$ cat src/rtl/cpu_pkg.sv
// Shared CPU types and constants: datapath width, register address width and
// the operand stage occupancy states.
package cpu_pkg;

  localparam int unsigned XLEN   = 32;
  localparam int unsigned REG_AW = 5;

  typedef logic [REG_AW-1:0] reg_addr_t;
  typedef logic [XLEN-1:0]   xlen_t;

  typedef enum logic {
    StEmpty,
    StFull
  } stage_state_e;

  // Register 0 is hardwired to zero, so it never matches a pending write.
  function automatic logic addr_hit(logic we, reg_addr_t wa, reg_addr_t ra);
    return we && (wa == ra) && (ra != '0);
  endfunction

endpackage

$ cat src/rtl/operand_stage_if.sv
// Decode-side, register file, bypass and execute-side signals of the operand stage.
interface operand_stage_if;
  import cpu_pkg::*;

  logic      in_valid;
  logic      in_ready;
  reg_addr_t in_rs;
  reg_addr_t in_rt;
  reg_addr_t in_rd;
  logic      in_we;

  reg_addr_t ra1;
  reg_addr_t ra2;
  xlen_t     rd1;
  xlen_t     rd2;

  logic      wb_we;
  reg_addr_t wb_wa;
  xlen_t     wb_wd;

  logic      ex_we;
  reg_addr_t ex_wa;
  xlen_t     ex_wd;
  logic      ex_load;

  logic      flush;

  logic      out_valid;
  logic      out_ready;
  xlen_t     out_a;
  xlen_t     out_b;
  reg_addr_t out_rd;
  logic      out_we;

  logic [31:0] stall_cnt;

  modport slave (
    input  in_valid, in_rs, in_rt, in_rd, in_we, rd1, rd2,
    input  wb_we, wb_wa, wb_wd, ex_we, ex_wa, ex_wd, ex_load, flush, out_ready,
    output in_ready, ra1, ra2, out_valid, out_a, out_b, out_rd, out_we, stall_cnt
  );

  modport master (
    output in_valid, in_rs, in_rt, in_rd, in_we, rd1, rd2,
    output wb_we, wb_wa, wb_wd, ex_we, ex_wa, ex_wd, ex_load, flush, out_ready,
    input  in_ready, ra1, ra2, out_valid, out_a, out_b, out_rd, out_we, stall_cnt
  );

endinterface

$ cat src/rtl/bypass_mux.sv
// Single-source operand select: zero register, then EX, then WB, then register file.
// The EX path exists only when OPERAND_STAGE_EX_FWD_EN is defined.
module bypass_mux
  import cpu_pkg::*;
(
  input  reg_addr_t ra_i,
  input  xlen_t     rf_i,
  input  logic      ex_we_i,
  input  reg_addr_t ex_wa_i,
  input  xlen_t     ex_wd_i,
  input  logic      wb_we_i,
  input  reg_addr_t wb_wa_i,
  input  xlen_t     wb_wd_i,
  output xlen_t     data_o,
  output logic      ex_hit_o
);

  logic wb_hit;

  assign ex_hit_o = addr_hit(ex_we_i, ex_wa_i, ra_i);
  assign wb_hit   = addr_hit(wb_we_i, wb_wa_i, ra_i);

  always_comb begin
    data_o = rf_i;
    if (ra_i == '0) begin
      data_o = '0;
`ifdef OPERAND_STAGE_EX_FWD_EN
    end else if (ex_hit_o) begin
      data_o = ex_wd_i;
`endif
    end else if (wb_hit) begin
      data_o = wb_wd_i;
    end
  end

`ifndef OPERAND_STAGE_EX_FWD_EN
  logic unused_ex_wd;
  assign unused_ex_wd = ^ex_wd_i;
`endif

endmodule

$ cat src/rtl/operand_stage.sv
// Operand fetch stage: bypassed register reads, load-use stall and a one-entry output register.
// OPERAND_STAGE_EX_FWD_EN enables forwarding from execute; otherwise any EX match stalls.
module operand_stage
  import cpu_pkg::*;
(
  input logic            clk,
  input logic            rst,
  operand_stage_if.slave bus_io
);

  stage_state_e state_q, state_d;
  xlen_t        a_q, a_d;
  xlen_t        b_q, b_d;
  reg_addr_t    rd_q, rd_d;
  logic         we_q, we_d;
  logic [31:0]  stall_q, stall_d;

  xlen_t opnd_a, opnd_b;
  logic  ex_hit_a, ex_hit_b;
  logic  hazard, in_ready, transfer, out_valid;

  assign bus_io.ra1 = bus_io.in_rs;
  assign bus_io.ra2 = bus_io.in_rt;

  bypass_mux u_mux_a (
    .ra_i    (bus_io.in_rs),
    .rf_i    (bus_io.rd1),
    .ex_we_i (bus_io.ex_we),
    .ex_wa_i (bus_io.ex_wa),
    .ex_wd_i (bus_io.ex_wd),
    .wb_we_i (bus_io.wb_we),
    .wb_wa_i (bus_io.wb_wa),
    .wb_wd_i (bus_io.wb_wd),
    .data_o  (opnd_a),
    .ex_hit_o(ex_hit_a)
  );

  bypass_mux u_mux_b (
    .ra_i    (bus_io.in_rt),
    .rf_i    (bus_io.rd2),
    .ex_we_i (bus_io.ex_we),
    .ex_wa_i (bus_io.ex_wa),
    .ex_wd_i (bus_io.ex_wd),
    .wb_we_i (bus_io.wb_we),
    .wb_wa_i (bus_io.wb_wa),
    .wb_wd_i (bus_io.wb_wd),
    .data_o  (opnd_b),
    .ex_hit_o(ex_hit_b)
  );

`ifdef OPERAND_STAGE_EX_FWD_EN
  // Only a load in execute cannot be forwarded yet.
  assign hazard = bus_io.in_valid && (ex_hit_a || ex_hit_b) && bus_io.ex_load;
`else
  assign hazard = bus_io.in_valid && (ex_hit_a || ex_hit_b);
  logic unused_ex_load;
  assign unused_ex_load = bus_io.ex_load;
`endif

  assign out_valid = (state_q == StFull);
  assign in_ready  = !rst && !hazard && (!out_valid || bus_io.out_ready) && !bus_io.flush;
  assign transfer  = bus_io.in_valid && in_ready;

  always_comb begin
    state_d = state_q;
    a_d     = a_q;
    b_d     = b_q;
    rd_d    = rd_q;
    we_d    = we_q;
    stall_d = stall_q;

    if (bus_io.flush) begin
      state_d = StEmpty;
    end else if (transfer) begin
      state_d = StFull;
      a_d     = opnd_a;
      b_d     = opnd_b;
      rd_d    = bus_io.in_rd;
      we_d    = bus_io.in_we;
    end else if (out_valid && bus_io.out_ready) begin
      state_d = StEmpty;
    end

    if (hazard && !bus_io.flush) begin
      stall_d = stall_q + 32'd1;
    end
  end

  always_ff @(posedge clk) begin
    if (rst) begin
      state_q <= StEmpty;
      a_q     <= '0;
      b_q     <= '0;
      rd_q    <= '0;
      we_q    <= 1'b0;
      stall_q <= '0;
    end else begin
      state_q <= state_d;
      a_q     <= a_d;
      b_q     <= b_d;
      rd_q    <= rd_d;
      we_q    <= we_d;
      stall_q <= stall_d;
    end
  end

  assign bus_io.in_ready  = in_ready;
  assign bus_io.out_valid = out_valid;
  assign bus_io.out_a     = a_q;
  assign bus_io.out_b     = b_q;
  assign bus_io.out_rd    = rd_q;
  assign bus_io.out_we    = we_q;
  assign bus_io.stall_cnt = stall_q;

endmodule

$ cat src/flat_wrapper.sv
// flat-port wrapper written by rule: the top's interface ports become plain ports
module operand_stage_flat import cpu_pkg::*;
  (clk, rst, bus_io_in_valid, bus_io_in_rs, bus_io_in_rt, bus_io_in_rd, bus_io_in_we, bus_io_rd1, bus_io_rd2, bus_io_wb_we, bus_io_wb_wa, bus_io_wb_wd, bus_io_ex_we, bus_io_ex_wa, bus_io_ex_wd, bus_io_ex_load, bus_io_flush, bus_io_out_ready, bus_io_in_ready, bus_io_ra1, bus_io_ra2, bus_io_out_valid, bus_io_out_a, bus_io_out_b, bus_io_out_rd, bus_io_out_we, bus_io_stall_cnt);
  operand_stage_if bus_io_i ();
  input logic clk;
  input logic rst;
  input wire logic [$bits(bus_io_i.in_valid)-1:0] bus_io_in_valid;
  input wire logic [$bits(bus_io_i.in_rs)-1:0] bus_io_in_rs;
  input wire logic [$bits(bus_io_i.in_rt)-1:0] bus_io_in_rt;
  input wire logic [$bits(bus_io_i.in_rd)-1:0] bus_io_in_rd;
  input wire logic [$bits(bus_io_i.in_we)-1:0] bus_io_in_we;
  input wire logic [$bits(bus_io_i.rd1)-1:0] bus_io_rd1;
  input wire logic [$bits(bus_io_i.rd2)-1:0] bus_io_rd2;
  input wire logic [$bits(bus_io_i.wb_we)-1:0] bus_io_wb_we;
  input wire logic [$bits(bus_io_i.wb_wa)-1:0] bus_io_wb_wa;
  input wire logic [$bits(bus_io_i.wb_wd)-1:0] bus_io_wb_wd;
  input wire logic [$bits(bus_io_i.ex_we)-1:0] bus_io_ex_we;
  input wire logic [$bits(bus_io_i.ex_wa)-1:0] bus_io_ex_wa;
  input wire logic [$bits(bus_io_i.ex_wd)-1:0] bus_io_ex_wd;
  input wire logic [$bits(bus_io_i.ex_load)-1:0] bus_io_ex_load;
  input wire logic [$bits(bus_io_i.flush)-1:0] bus_io_flush;
  input wire logic [$bits(bus_io_i.out_ready)-1:0] bus_io_out_ready;
  output wire logic [$bits(bus_io_i.in_ready)-1:0] bus_io_in_ready;
  output wire logic [$bits(bus_io_i.ra1)-1:0] bus_io_ra1;
  output wire logic [$bits(bus_io_i.ra2)-1:0] bus_io_ra2;
  output wire logic [$bits(bus_io_i.out_valid)-1:0] bus_io_out_valid;
  output wire logic [$bits(bus_io_i.out_a)-1:0] bus_io_out_a;
  output wire logic [$bits(bus_io_i.out_b)-1:0] bus_io_out_b;
  output wire logic [$bits(bus_io_i.out_rd)-1:0] bus_io_out_rd;
  output wire logic [$bits(bus_io_i.out_we)-1:0] bus_io_out_we;
  output wire logic [$bits(bus_io_i.stall_cnt)-1:0] bus_io_stall_cnt;
  assign bus_io_i.in_valid = bus_io_in_valid;
  assign bus_io_i.in_rs = bus_io_in_rs;
  assign bus_io_i.in_rt = bus_io_in_rt;
  assign bus_io_i.in_rd = bus_io_in_rd;
  assign bus_io_i.in_we = bus_io_in_we;
  assign bus_io_i.rd1 = bus_io_rd1;
  assign bus_io_i.rd2 = bus_io_rd2;
  assign bus_io_i.wb_we = bus_io_wb_we;
  assign bus_io_i.wb_wa = bus_io_wb_wa;
  assign bus_io_i.wb_wd = bus_io_wb_wd;
  assign bus_io_i.ex_we = bus_io_ex_we;
  assign bus_io_i.ex_wa = bus_io_ex_wa;
  assign bus_io_i.ex_wd = bus_io_ex_wd;
  assign bus_io_i.ex_load = bus_io_ex_load;
  assign bus_io_i.flush = bus_io_flush;
  assign bus_io_i.out_ready = bus_io_out_ready;
  assign bus_io_in_ready = bus_io_i.in_ready;
  assign bus_io_ra1 = bus_io_i.ra1;
  assign bus_io_ra2 = bus_io_i.ra2;
  assign bus_io_out_valid = bus_io_i.out_valid;
  assign bus_io_out_a = bus_io_i.out_a;
  assign bus_io_out_b = bus_io_i.out_b;
  assign bus_io_out_rd = bus_io_i.out_rd;
  assign bus_io_out_we = bus_io_i.out_we;
  assign bus_io_stall_cnt = bus_io_i.stall_cnt;
  operand_stage u_core (.clk(clk), .rst(rst), .bus_io(bus_io_i));
endmodule
$ cat config.mk
export PLATFORM = sky130hd
export DESIGN_NAME = operand_stage_flat
export DESIGN_NICKNAME = d
export VERILOG_FILES = /design/src/rtl/cpu_pkg.sv /design/src/rtl/operand_stage_if.sv /design/src/rtl/bypass_mux.sv /design/src/rtl/operand_stage.sv /design/src/flat_wrapper.sv
export SDC_FILE = /design/constraint.sdc
export NUM_CORES = 1
export LEC_CHECK = 0
export CORE_ASPECT_RATIO = 0.7
export CORE_MARGIN = 4
export CORE_UTILIZATION = 28
export CTS_CLUSTER_SIZE = 28
export DETAILED_ROUTE_END_ITERATION = 7
export PLACE_DENSITY = 0.62
export RECOVER_POWER = 100
export SETUP_SLACK_MARGIN = 0.2
export SYNTH_ARGS = -nofsm -noshare
export SYNTH_HDL_FRONTEND = slang
export SYNTH_SLANG_ARGS = --single-unit
export TNS_END_PERCENT = 100
$ cat constraint.sdc
create_clock -name clk -period 3.3 [get_ports clk]
set_clock_uncertainty 0.15 [all_clocks]
set_input_delay 0.66 -clock clk [delete_from_list [all_inputs] [get_ports clk]]
set_output_delay 0.66 -clock clk [all_outputs]
set_load 0.02 [all_outputs]
# == Word-level counts from Yosys, hierarchy flattened ==
# Cells that the tools add are included.
# totals
inputBits,162
ff_bits,103
wordCells,46
output_inout_bits,114
# op_classes
n_eq_ne,4
mux,6
n_bitwise,1
n_reduce_logical,28
addsub,1
# ops
cell,count
$mux W32,4
$add A32 B1 Y32 const B,1
$eq A5 B5 Y1,4
$logic_and A1 B1 Y1,15
$logic_not A5 Y1,2
$reduce_bool A5 Y1,2
$logic_not A1 Y1,4
$logic_or A1 B1 Y1,2
$mux W1,2
$reduce_and A2 Y1,1
$reduce_bool A2 Y1,1
$reduce_or A2 Y1,1
$not A1 Y1,1

# == Logic depth before layout (Yosys ltp) ==
# depth
depth_word,11
depth_mapped,10
depth_no_buf,6

# == Cells and area by module ==
# Synthesis repeated with hierarchy kept, for this count alone.
# hier_totals
hier_cells,753
area_unflattened_um2,5421.4
# modules_own_cells
module,seq_area_each_um2,instances,cells_per_inst,area_each_um2
operand_stage,2062.0,1,489,4002.6
bypass_mux,0.0,2,132,709.4

# == Least setup slack after synthesis ==
# OpenSTA, ideal clock, no wires.
# synth_path
kind,input-to-output
from,input port bus_io_in_rt[1]
to,output port bus_io_in_ready
path_slack_ns,0.441
arrival_ns,2.049
required_ns,2.490
n_path_buf,1
path_stages,6
cell_sequence,or4_1 > o211a_1 > and3_1 > buf_6 > nor2_1 > o211a_1
# synth_between
elab_chain_cells,9
elab_cells_between_ends,10
cone_classes,eq/ne: 1; reduce/logical: 9
# synth_lines
element,line,rtl
start: declaration,flat_wrapper.sv:9,input wire logic [$bits(bus_io_i.in_rt)-1:0] bus_io_in_rt;
$eq A5 B5 Y1,cpu_pkg.sv:18,return we && (wa == ra) && (ra != '0);
$logic_and A1 B1 Y1,cpu_pkg.sv:18,
$logic_and A1 B1 Y1 *,cpu_pkg.sv:18,
$logic_or A1 B1 Y1 *,operand_stage.sv:55,assign hazard = bus_io.in_valid && (ex_hit_a || ex_hit_b);
$logic_and A1 B1 Y1 *,operand_stage.sv:55,
$logic_not A1 Y1 *,operand_stage.sv:61,assign in_ready = !rst && !hazard && (!out_valid || bus_io.out_ready) && !bus_io.flush;
$logic_and A1 B1 Y1 * (3 in series),operand_stage.sv:61,
end: declaration,flat_wrapper.sv:23,output wire logic [$bits(bus_io_i.in_ready)-1:0] bus_io_in_ready;
# Mark *: on every way between the ends. The rest lies on a longest branch, timed or not.

# == Worst setup path after layout ==
# layout_path
from,input port bus_io_in_rt[2]
to,output port bus_io_in_ready
# Same word-level chain as after synthesis.

==> reports/qor.yml <==
cts_buffer_depth: 2
vias: 5117
die_height_um: 123
grt_pass1_vias: 5112
gp_congestion: 1.02
synthDistinctLibCells: 38
design.core.area_um2: 18300
rr_endpoint: "u_core.bus_io.stall_cnt[31]$_SDFFE_PP0P_"
status: "completed"
start_kind: "input pin"
worst_slew_pin_slew_ns: 0.847
ys_warn_count: 0
cap_violations: 0
grt_use_total_pct: 16.6
synth_compound_area_share_pct: 16.3
yosys.area.top_type: "dfxtp_1"
syn_to_final_growth_pct: 55.0
hold_path_class: "flip-flop to flip-flop"
synth-xor-area-share_pct: 4.48
synth.avg_cell_area_um2: 9.66
cts.clk_slew.worst_paths_ns: 0.07
grt_antenna_before_repair: 0
wl_um: 18500
yosys.area_share.simple_pct: 19.1
syn_area_um2: 5280
netlist_top_cells_count: "dfxtp_1, mux2i_1, o31ai_1, nand3b_1, a21oi_1"
postPlaceCellArea_um2: 7940
timing.rr.start: "u_core.bus_io.stall_cnt[10]$_SDFFE_PP0P_"
p_leak_nw: 3.03
synth-edff-count: 0
fmax_mhz: 322
seq_area_um2: 2060
powerDensity_nw_per_um2: 342
nets: 937
ir_drop_mv: 0.248
grt_first_pass_wirelength_um: 27800
cp_max_fo: 2
critical_path_buf_inv_count: 2
drt_iter0_markers: 333
cpPeakStageDelay_ns: 0.57
drc: 0
setup_viol: 0
wire_per_inst_um: 18.3
synth_top_family_by_area: "simple AND/OR/NAND/NOR gates"
muxShareOfSynthArea_pct: 13.5
synthArstFlopShare_pct: 0
period_needed_ns: 3.10
io_pins: 276
cp-end-kind: "output pin"
ys.flop_type: "dfxtp_1"
cp_top_family: "simple AND/OR/NAND/NOR gates"
ys_seq_area_share_pct: 39.1
layout-drive-gt1-share_pct: 6.81
grt_max_degree: 72
reg2reg_depth: 6
port_buffers: 242
finalHoldViolCount: 0
fin_crit_sh_pct: 94.1
insertion_delay_ns: 0.34
dieArea_um2: 21100
holdPathStages: 2
n_fill_cell: 1742
worstSetupPathType: "input pin to output pin"
cts_tree: "done"
clock-sinks: 103
finalInstanceArea_um2: 8180
crit_chain: "dlygate4sd2_1 -> or4_1 -> o211a_1 -> and3_1 -> nor2_2 -> o211a_1 -> buf_6"
r2r_slack_ns: 0.72
via_per_inst: 5.05
clk_root_buffer_cell: "clkbuf_16"
multiInputGateArea_um2: 2840
worstPathRequired_ns: 2.49
postCtsHoldBufs: 0
whs_ns: 0.337
final_antenna_net_count: 0
syn-num-nets: 709
row_count: 41
synth_fa_ha_area_share_pct: 0.237
synth_top_area_share_pct: 39.1
overflow: 0
cts-buffers-inserted: 9
htreeDepth: 3
yosysMostFrequentCell: "dfxtp_1"
start_util_pct: 28.9
rsz0062_at_grt: "no"
diodes: 0
die_x_um: 172
drt_pass1_iterations: 4
hold_end: "u_core.bus_io.out_b[20]$_SDFFE_PP0P_"
slew-limit-headroom_pct: 43.1
path_common_cell: "o211a_1"
yosys_register_bits: 103
worst_path_max_delay_cell: "or4_1"
hp-start: "u_core.bus_io.out_b[20]$_SDFFE_PP0P_"
synthCells: 546
synth.area.top_cells: "dfxtp_1, mux2i_1, o31ai_1"
maxSlewViolCount: 0
cp.arrival_ns: 2.29
hpwl_um: 13700
[per-stage QoR]
stage               utilization, %  cells  power (W)  TNS [ns]  setup WS [ns]
global route                  44.8   1014    0.00291         0          0.105
detailed placement            43.5    998    0.00184    -0.472         -0.472
global placement              43.5    998    0.00183    -0.445         -0.445
CTS                           45.1   1014    0.00286         0          0.230
floorplan                        -    546    0.00154         0          0.441
finish                        44.8   1014    0.00279         0          0.196
[flip-flops by register name, summed over array words and instances, names as in the netlist]
| register | count |
|---|---|
| u_core.bus_io.out_a | 32 |
| u_core.bus_io.out_we | 1 |
| u_core.bus_io.out_valid | 1 |
| u_core.bus_io.out_b | 32 |
| u_core.bus_io.stall_cnt | 32 |
| u_core.bus_io.out_rd | 5 |
[cell families (layout without fill, tap and decap cells)]
| kind of cell | count (synthesis) | in the layout |
|---|---|---|
| xor+xnor | 27 | 27 |
| simple gates | 160 | 160 |
| flops | 103 | 103 |
| buf+inv | 60 | 292 |
| compound gates | 124 | 124 |
| fa+ha+maj | 1 | 1 |
| mux | 71 | 71 |
[metal layers]
layer  GRT usage [%]  vias up  share of wire (%)
met5               0        -                  0
met4            3.83        0                1.2
met3            4.28       14                6.7
met2            27.4      176                 46
met1            21.8     2441                 46
li1                -     2486                  -
[cell type report]
type | instances | share of cell area (%)
tap | 236 | 3.61
clock buffer | 11 | 2.97
inverter | 5 | 0.230
sequential | 103 | 25.2
multi-input combinational | 383 | 34.7
clock inverter | 4 | 0.383
timing repair buffer | 272 | 32.9
[placed cells by master (no fill, tap or decap), types with 6 or more instances in the layout]
cell type,n
clkdlybuf4s50_1,123
dlygate4sd3_1,113
dfxtp_1,103
mux2i_1,71
o31ai_1,69
nand3b_1,65
a21oi_1,24
nor2_1,21
buf_4,20
o21ai_0,19
or3_1,17
nand2_1,15
xnor2_1,14
xor2_1,13
nand3_1,9
clkbuf_16,9
or4_1,7
and4_1,6
[worst max path at each step]
stage                                from                                   to  slack, ns  cells past startpoint
after global placement    bus_io_in_rt[1]                      bus_io_in_ready      -0.45                      7
after global routing      bus_io_in_rt[2]  u_core.bus_io.out_a[8]$_SDFFE_PP0P_       0.10                      8
final                     bus_io_in_rt[2]                      bus_io_in_ready       0.20                      7
after floorplan           bus_io_in_rt[1]                      bus_io_in_ready       0.44                      6
after detailed placement  bus_io_in_rt[1]                      bus_io_in_ready      -0.47                      7
after CTS                 bus_io_in_rt[1]                      bus_io_in_ready       0.23                      7
[worst register-to-register path: cells and delay by family, from the launching register on]
kind               cells  cell delay, ns
AOI/OAI and AO/OA      1            0.15
and+or+nand+nor        5            1.80
DFF                    1            0.42
[where the power goes]
part	total, W	leakage [nW]	internal (W)	switching (W)
combinational	0.000499	2.07	0.000271	0.000228
clock	0.00101	0.124	0.000532	0.000474
sequential	0.00129	0.834	0.00127	0.0000156
total	0.00279	3.03	0.00208	0.000718
[repair_timing]
action / in CTS / in global routing
resized for setup: 13 / 0
endpoints found under the setup margin: 1 / 1
setup buffers: 1 / 0
pin swaps: 3 / 4
Note: power is estimated with default switching activity, not from simulation.
